[src/rtl/mem_wb_reg.sv]
// MEM/WB pipeline register: captures MEM results, formats load data, computes PC+8 link.
// Optional retired-instruction counter is built only when RETIRE_CNT_EN is defined.
module mem_wb_reg #(
   parameter int DW = 32,
   parameter int AW = 5
) (
   input  logic          clk,
   input  logic          rst_n,
   input  logic          stall_i,
   input  logic          flush_i,
   input  logic          mem_valid_i,
   input  logic          mem_rf_we_i,
   input  logic [AW-1:0] mem_rt_i,
   input  logic [AW-1:0] mem_rd_i,
   input  logic [1:0]    mem_waddr_sel_i,
   input  logic [1:0]    mem_wdata_sel_i,
   input  logic [DW-1:0] mem_alu_i,
   input  logic [DW-1:0] mem_rdata_i,
   input  logic [DW-1:0] mem_pc_i,
   input  logic [DW-1:0] mem_hilo_i,
   input  logic [2:0]    mem_ld_type_i,
   output logic          wb_valid_o,
   output logic          wb_rf_we_o,
   output logic [AW-1:0] wb_dest0_o,
   output logic [AW-1:0] wb_dest1_o,
   output logic [AW-1:0] wb_dest2_o,
   output logic [AW-1:0] wb_dest3_o,
   output logic [1:0]    wb_waddr_sel_o,
   output logic [DW-1:0] wb_data0_o,
   output logic [DW-1:0] wb_data1_o,
   output logic [DW-1:0] wb_data2_o,
   output logic [DW-1:0] wb_data3_o,
   output logic [1:0]    wb_wdata_sel_o,
   output logic [31:0]   wb_retire_cnt_o
);

   logic          r_valid;
   logic          r_rf_we;
   logic [AW-1:0] r_rt;
   logic [AW-1:0] r_rd;
   logic [1:0]    r_waddr_sel;
   logic [1:0]    r_wdata_sel;
   logic [DW-1:0] r_alu;
   logic [DW-1:0] r_load;
   logic [DW-1:0] r_link;
   logic [DW-1:0] r_hilo;

   logic [7:0]    w_byte;
   logic [15:0]   w_half;
   logic [DW-1:0] w_load;
   logic [DW-1:0] w_link;
   logic          w_capture;

   // Byte lane from the effective-address offset; halfword ignores a[0]
   always_comb begin
      w_byte = mem_rdata_i[7:0];
      case (mem_alu_i[1:0])
         2'd0:    w_byte = mem_rdata_i[7:0];
         2'd1:    w_byte = mem_rdata_i[15:8];
         2'd2:    w_byte = mem_rdata_i[23:16];
         default: w_byte = mem_rdata_i[31:24];
      endcase
      w_half = mem_alu_i[1] ? mem_rdata_i[31:16] : mem_rdata_i[15:0];
   end

   always_comb begin
      w_load = mem_rdata_i;
      case (mem_ld_type_i)
         3'b001:  w_load = {{(DW-8){w_byte[7]}}, w_byte};
         3'b010:  w_load = {{(DW-8){1'b0}}, w_byte};
         3'b011:  w_load = {{(DW-16){w_half[15]}}, w_half};
         3'b100:  w_load = {{(DW-16){1'b0}}, w_half};
         default: w_load = mem_rdata_i;
      endcase
   end

   assign w_link    = mem_pc_i + DW'(8);
   assign w_capture = !flush_i && !stall_i;

   always_ff @(posedge clk or negedge rst_n) begin
      if (!rst_n) begin
         r_valid     <= 1'b0;
         r_rf_we     <= 1'b0;
         r_rt        <= '0;
         r_rd        <= '0;
         r_waddr_sel <= '0;
         r_wdata_sel <= '0;
         r_alu       <= '0;
         r_load      <= '0;
         r_link      <= '0;
         r_hilo      <= '0;
      end else if (flush_i) begin
         r_valid     <= 1'b0;
         r_rf_we     <= 1'b0;
         r_rt        <= '0;
         r_rd        <= '0;
         r_waddr_sel <= '0;
         r_wdata_sel <= '0;
         r_alu       <= '0;
         r_load      <= '0;
         r_link      <= '0;
         r_hilo      <= '0;
      end else if (!stall_i) begin
         r_valid     <= mem_valid_i;
         r_rf_we     <= mem_rf_we_i & mem_valid_i;
         r_rt        <= mem_rt_i;
         r_rd        <= mem_rd_i;
         r_waddr_sel <= mem_waddr_sel_i;
         r_wdata_sel <= mem_wdata_sel_i;
         r_alu       <= mem_alu_i;
         r_load      <= w_load;
         r_link      <= w_link;
         r_hilo      <= mem_hilo_i;
      end
   end

`ifdef RETIRE_CNT_EN
   logic [31:0] r_retire_cnt;

   // Flush deliberately leaves the count alone; only reset clears it
   always_ff @(posedge clk or negedge rst_n) begin
      if (!rst_n)
         r_retire_cnt <= '0;
      else if (w_capture && mem_valid_i)
         r_retire_cnt <= r_retire_cnt + 32'd1;
   end

   assign wb_retire_cnt_o = r_retire_cnt;
`else
   assign wb_retire_cnt_o = 32'd0;
`endif

   assign wb_valid_o     = r_valid;
   assign wb_rf_we_o     = r_rf_we;
   assign wb_dest0_o     = r_rt;
   assign wb_dest1_o     = r_rd;
   assign wb_dest2_o     = AW'(31);
   assign wb_dest3_o     = '0;
   assign wb_waddr_sel_o = r_waddr_sel;
   assign wb_data0_o     = r_alu;
   assign wb_data1_o     = r_load;
   assign wb_data2_o     = r_link;
   assign wb_data3_o     = r_hilo;
   assign wb_wdata_sel_o = r_wdata_sel;

endmodule

[config.mk]
export PLATFORM = sky130hd
export DESIGN_NAME = mem_wb_reg
export DESIGN_NICKNAME = d
export VERILOG_FILES = /design/src/rtl/mem_wb_reg.sv
export SDC_FILE = /design/constraint.sdc
export NUM_CORES = 1
export LEC_CHECK = 0
export CORE_AREA = 2 2 129 131
export CTS_CLUSTER_SIZE = 25
export DETAILED_ROUTE_END_ITERATION = 10
export DIE_AREA = 0 0 131 133
export DONT_BUFFER_PORTS = 1
export HOLD_SLACK_MARGIN = 0.12
export PLACE_DENSITY = 0.63
export SETUP_SLACK_MARGIN = 0.1
export SYNTH_ARGS = -nofsm -noshare
export SYNTH_HDL_FRONTEND = slang
export SYNTH_SLANG_ARGS = --single-unit
export TNS_END_PERCENT = 50
[constraint.sdc]
create_clock -name clk -period 0.9 [get_ports clk]
set_input_delay 0.18 -clock clk [delete_from_list [all_inputs] [get_ports clk]]
set_output_delay 0.18 -clock clk [all_outputs]
set_load 0.01 [all_outputs]
Word level (Yosys, flattened, before mapping)

Cells that the tools add are included.

Flip-flop bits (word level): 144
Bits of input ports: 151
Output and inout port bits: 186
Word-level logic and storage cells: 43

Add/subtract/negate cells: 1
Equal/unequal tests: 7
Mux-type cells: 23
Bitwise operators: 1
Reductions and logical operators: 1

Operator list:

| operator                | count |
|---|---|
| $mux W32                | 8 |
| $pmux W32 S4            | 1 |
| $add A32 B4 Y32 const B | 1 |
| $pmux W8 S3             | 1 |
| $mux W5                 | 4 |
| $mux W16                | 1 |
| $mux W2                 | 4 |
| $eq A3 B2 Y1 const B    | 2 |
| $mux W1                 | 4 |
| $eq A3 B1 Y1 const B    | 1 |
| $eq A3 B3 Y1 const B    | 1 |
| $eq A2 B1 Y1 const B    | 1 |
| $eq A2 B2 Y1 const B    | 1 |
| $logic_not A2 Y1        | 1 |
| $ne A2 B1 Y1 const B    | 1 |
| $and A1 B1 Y1           | 1 |

Logic depth before layout (Yosys ltp)

Depth in word-level cells: 5
Depth in mapped cells: 7
Gate-level depth less buffers: 5

Worst setup path before layout

Ideal clock, no wire load.

Path kind: in2reg
Start point: input port mem_alu_i[1]
End point: register r_load[15], in the netlist wb_data1_o[15]
Setup time: 0.118 ns
Data arrival time: 1.497 ns
Data required time: 0.782 ns
Path slack: -0.715 ns
Stages: 5
Path buffers: 1
Cells stage by stage: buf_6 mux4_2 o221a_2 o221a_1 a21o_1

Cells in the longest elaborated chain, start to end: 5
Elaborated cells between the ends (all ways): 8
Classes of those cells: eq/ne (2); mux (5); reduce/logical (1)

Ends and longest elaborated chain:

| item                                       | line | source |
|---|---|---|
| start, declared                            | 17   | `input logic [DW-1:0] mem_alu_i,` |
| $eq A2 B2 Y1, or another cell as far along | 57   | `case (mem_alu_i[1:0])` |
| $pmux W8 S3                                | 57   |  |
| $pmux W32 S4 (*)                           | 68   | `case (mem_ld_type_i)` |
| $mux W32 (*)                               | 103  | `end else if (!stall_i) begin` |
| $mux W32 (*)                               | 92   | `end else if (flush_i) begin` |
| end signal, assigned                       | 111  | `r_load <= w_load;` |
| end, declared                              | 44   | `logic [DW-1:0] r_load;` |

Mark *: on every way between the ends. The rest lies on a longest branch, timed or not. The select of a mux whose other input is x is not followed.
A chain may end at the register's enable or synchronous reset.

Final worst setup path

Start point: input port mem_alu_i[1]
End point: register r_load[14], in the netlist wb_data1_o[14]

Same word-level chain as after synthesis.

==> results.json <==
{
  "status": "finished with violations",
  "violations": "hold timing, setup timing",
  "yosysTopAreaCell": "dfrtp_1",
  "reg2reg_to": "wb_data2_o[30]",
  "peakVddDrop_v": 0.00137,
  "max_cap_violations": 0,
  "met1_usage_pct": 29.2,
  "fin_util_pct": 58.5,
  "r2r_setup_slack_ns": -0.07,
  "setup_viol": 180,
  "synth-seq-area-share_pct": 47.6,
  "synth_area_per_cell_um2": 10.4,
  "min_path_type": "primary input to async pin",
  "regArea_mm2": 0.00361,
  "endpoint_kind": "flop",
  "cts_buffer_depth": 2,
  "fin_ws_ns": -0.256,
  "chipHeight_um": 133,
  "critPathKind": "primary input to flop",
  "synth_top_area_share_pct": 47.6,
  "layout-drive-gt1-share_pct": 27.3,
  "ys_ff_latch": 144,
  "syn2layout_area_growth_pct": 25.1,
  "drt_iter0_drc": 411,
  "gr-usage-met3_pct": 8.45,
  "num_io_pins": 337,
  "hold_slack_ns": -0.546,
  "fin_area_mm2": 0.00946,
  "clk_pin_slew_ns": 0.07,
  "viasPerCell": 5.83,
  "grt.overflow.total": 0,
  "multi_input_area_mm2": 0.00389,
  "worst-path-max-fanout": 23,
  "grt-busiest-layer": "met2",
  "clk_latency_ns": 0.41,
  "placed_area_mm2": 0.00821,
  "clock_skew_ns": 0,
  "cts_tree": "yes",
  "antenna_found_initial": 0,
  "die_area_mm2": 0.0174,
  "grt_pass1_vias": 6120,
  "grt_max_degree": 145,
  "first_pass_iters": 7,
  "cts_made_buffers": 17,
  "routed_wl_mm": 21.4,
  "timing.rr.start": "wb_data2_o[30]",
  "start_kind": "primary input",
  "ant_nets": 0,
  "synth_top_flop_cell": "dfrtp_1",
  "pre_cts_ws_ns": -0.663,
  "synth.most_common_cell": "dfrtp_1",
  "yosysUniqueCellTypes": 64,
  "dp_hpwl_mm": 14.3,
  "initial_utilization_pct": 46.8,
  "synth-edff-count": 0,
  "fmax_ghz": 0.865,
  "cts_root_buf": "clkbuf_16",
  "die_w_um": 131,
  "grt_pass1_wl_mm": 32.9,
  "nFillCells": 1356,
  "drc_errors": 0,
  "num_rows": 47,
  "final_hold_viol_count": 254,
  "vias": 6020,
  "power_per_cell_area_mw_per_mm2": 1740,
  "power_leakage_nw": 4.26,
  "async_flop_share_pct": 100,
  "synth_commonest_cells": "dfrtp_1, nor2_1, mux2i_1",
  "core_area_mm2": 0.0162,
  "required_ns": 1.20,
  "fin_crit_ns": 1.16,
  "ys_warn_count": 0,
  "globalRouteMet2Util_pct": 40.0,
  "synth_area_mm2": 0.00757,
  "nNetsFinal": 953,
  "min_period_over_period_pct": 128,
  "clock-sinks": 144,
  "ys_top_cells_by_area": "dfrtp_1, mux2i_1, nor2_1",
  "maxSlewViolCount": 0,
  "wl_per_cell_um": 20.7,
  "htree_levels": 4,
  "reg2reg_depth": 4,
  "gp_congestion": 0.911,
  "track_usage_pct": 24.3,
  "power_w": 0.0165,
  "worstPathArrival_ns": 1.45,
  "syn_inst": 726,
  "rsz0062_at_grt": "true",
  "port_buffers": 0,
  "antenna_cells": 0
}
sequential cells by signal, indices dropped and copies added (netlist names):
| name | cells |
|---|---|
| wb_waddr_sel_o | 2 |
| wb_rf_we_o | 1 |
| wb_valid_o | 1 |
| wb_data2_o | 32 |
| wb_data0_o | 32 |
| wb_data1_o | 32 |
| wb_data3_o | 32 |
| wb_dest1_o | 5 |
| wb_wdata_sel_o | 2 |
| wb_dest0_o | 5 |
per-stage QoR:
step / setup TNS, ns / instances
floorplan: -33.11 / 766
global placement: -23.45 / 955
detailed placement: -25.56 / 955
CTS: -24.68 / 1027
global route: -28.05 / 1033
finish: -22.77 / 1033
placed cells by master, fill, tap and decap left out, drive strengths merged, types with 2 or more instances in the layout:
master / n
dfrtp: 144
nor2: 129
mux2i: 83
buf: 78
nand2: 43
conb: 42
o21ai: 39
dlygate4sd3: 30
clkbuf: 18
inv: 16
mux4: 15
a211oi: 12
a21oi: 12
nand3: 11
nand4: 10
a311oi: 8
and4: 8
mux2: 7
o22ai: 7
xnor2: 7
a2111oi: 7
and3: 7
nor4: 7
xor2: 6
o221ai: 6
o31ai: 5
nor3: 5
nor2b: 4
clkinvlp: 4
or4: 4
or3: 3
a31oi: 3
dlymetal6s4s: 3
nand2b: 3
bufinv: 2
clkinv: 2
o221a: 2
a32oi: 2
critical path: stages:
cell and delay, ns:
dlygate4sd3_1 0.70, mux2_2 0.39, a21oi_2 0.13, o21ai_1 0.06
where the power goes:
part	switching, W	internal, W	leakage (nW)	total, W
clock network	0.00296	0.00420	0.278	0.00717
logic	0.000884	0.00107	2.09	0.00195
registers	0.000507	0.00689	1.90	0.00739
total	0.00436	0.0122	4.26	0.0165
worst max path at each step:
stage | end | slack [ns] | cells after the start | start
after floorplan | wb_data1_o[21] | -0.68 | 6 | mem_alu_i[1]
after global placement | wb_data1_o[20] | -0.59 | 5 | mem_alu_i[1]
after detailed placement | wb_data2_o[25] | -0.66 | 4 | mem_pc_i[17]
after CTS | wb_data2_o[28] | -0.25 | 1 | wb_data2_o[28]
after global routing | wb_data2_o[26] | -0.27 | 1 | wb_data2_o[26]
final | wb_data1_o[14] | -0.26 | 4 | mem_alu_i[1]
metal layers:
metal	up-vias	part of all wire (%)
li1	2652	-
met1	2980	37
met2	322	51
met3	66	8.9
met4	0	3.2
met5	-	0
cell families after synthesis:
family | count (synthesis) | synth area share, %
other | 2 | 0.0992
DFF | 144 | 47.6
and+or+nand+nor | 241 | 14.9
xor gates and xnor gates | 13 | 1.50
AOI/OAI and AO/OA | 114 | 11.2
buffers and inverters | 106 | 7.95
adders and majority gates | 1 | 0.165
muxes | 105 | 16.5
area by class of cell:
cell class | count | share of cell area, %
Clock buffer | 18 | 4.64
Clock inverter | 13 | 1.63
Inverter | 11 | 0.463
Multi-Input combinational cell | 516 | 41.1
Sequential cell | 144 | 38.1
Tap cell | 220 | 2.91
Timing Repair Buffer | 111 | 11.1
repair_timing:
item | CTS | global route
resized for setup | 38 | 24
endpoints found under the setup margin | 185 | 203
hold buffers | 32 | 1
buffers inserted | 9 | 5
pin swaps | 19 | 17
endpoints found under the hold margin | 288 | 259
gates cloned | 0 | 0
Note: power is estimated with default switching activity, not from simulation.
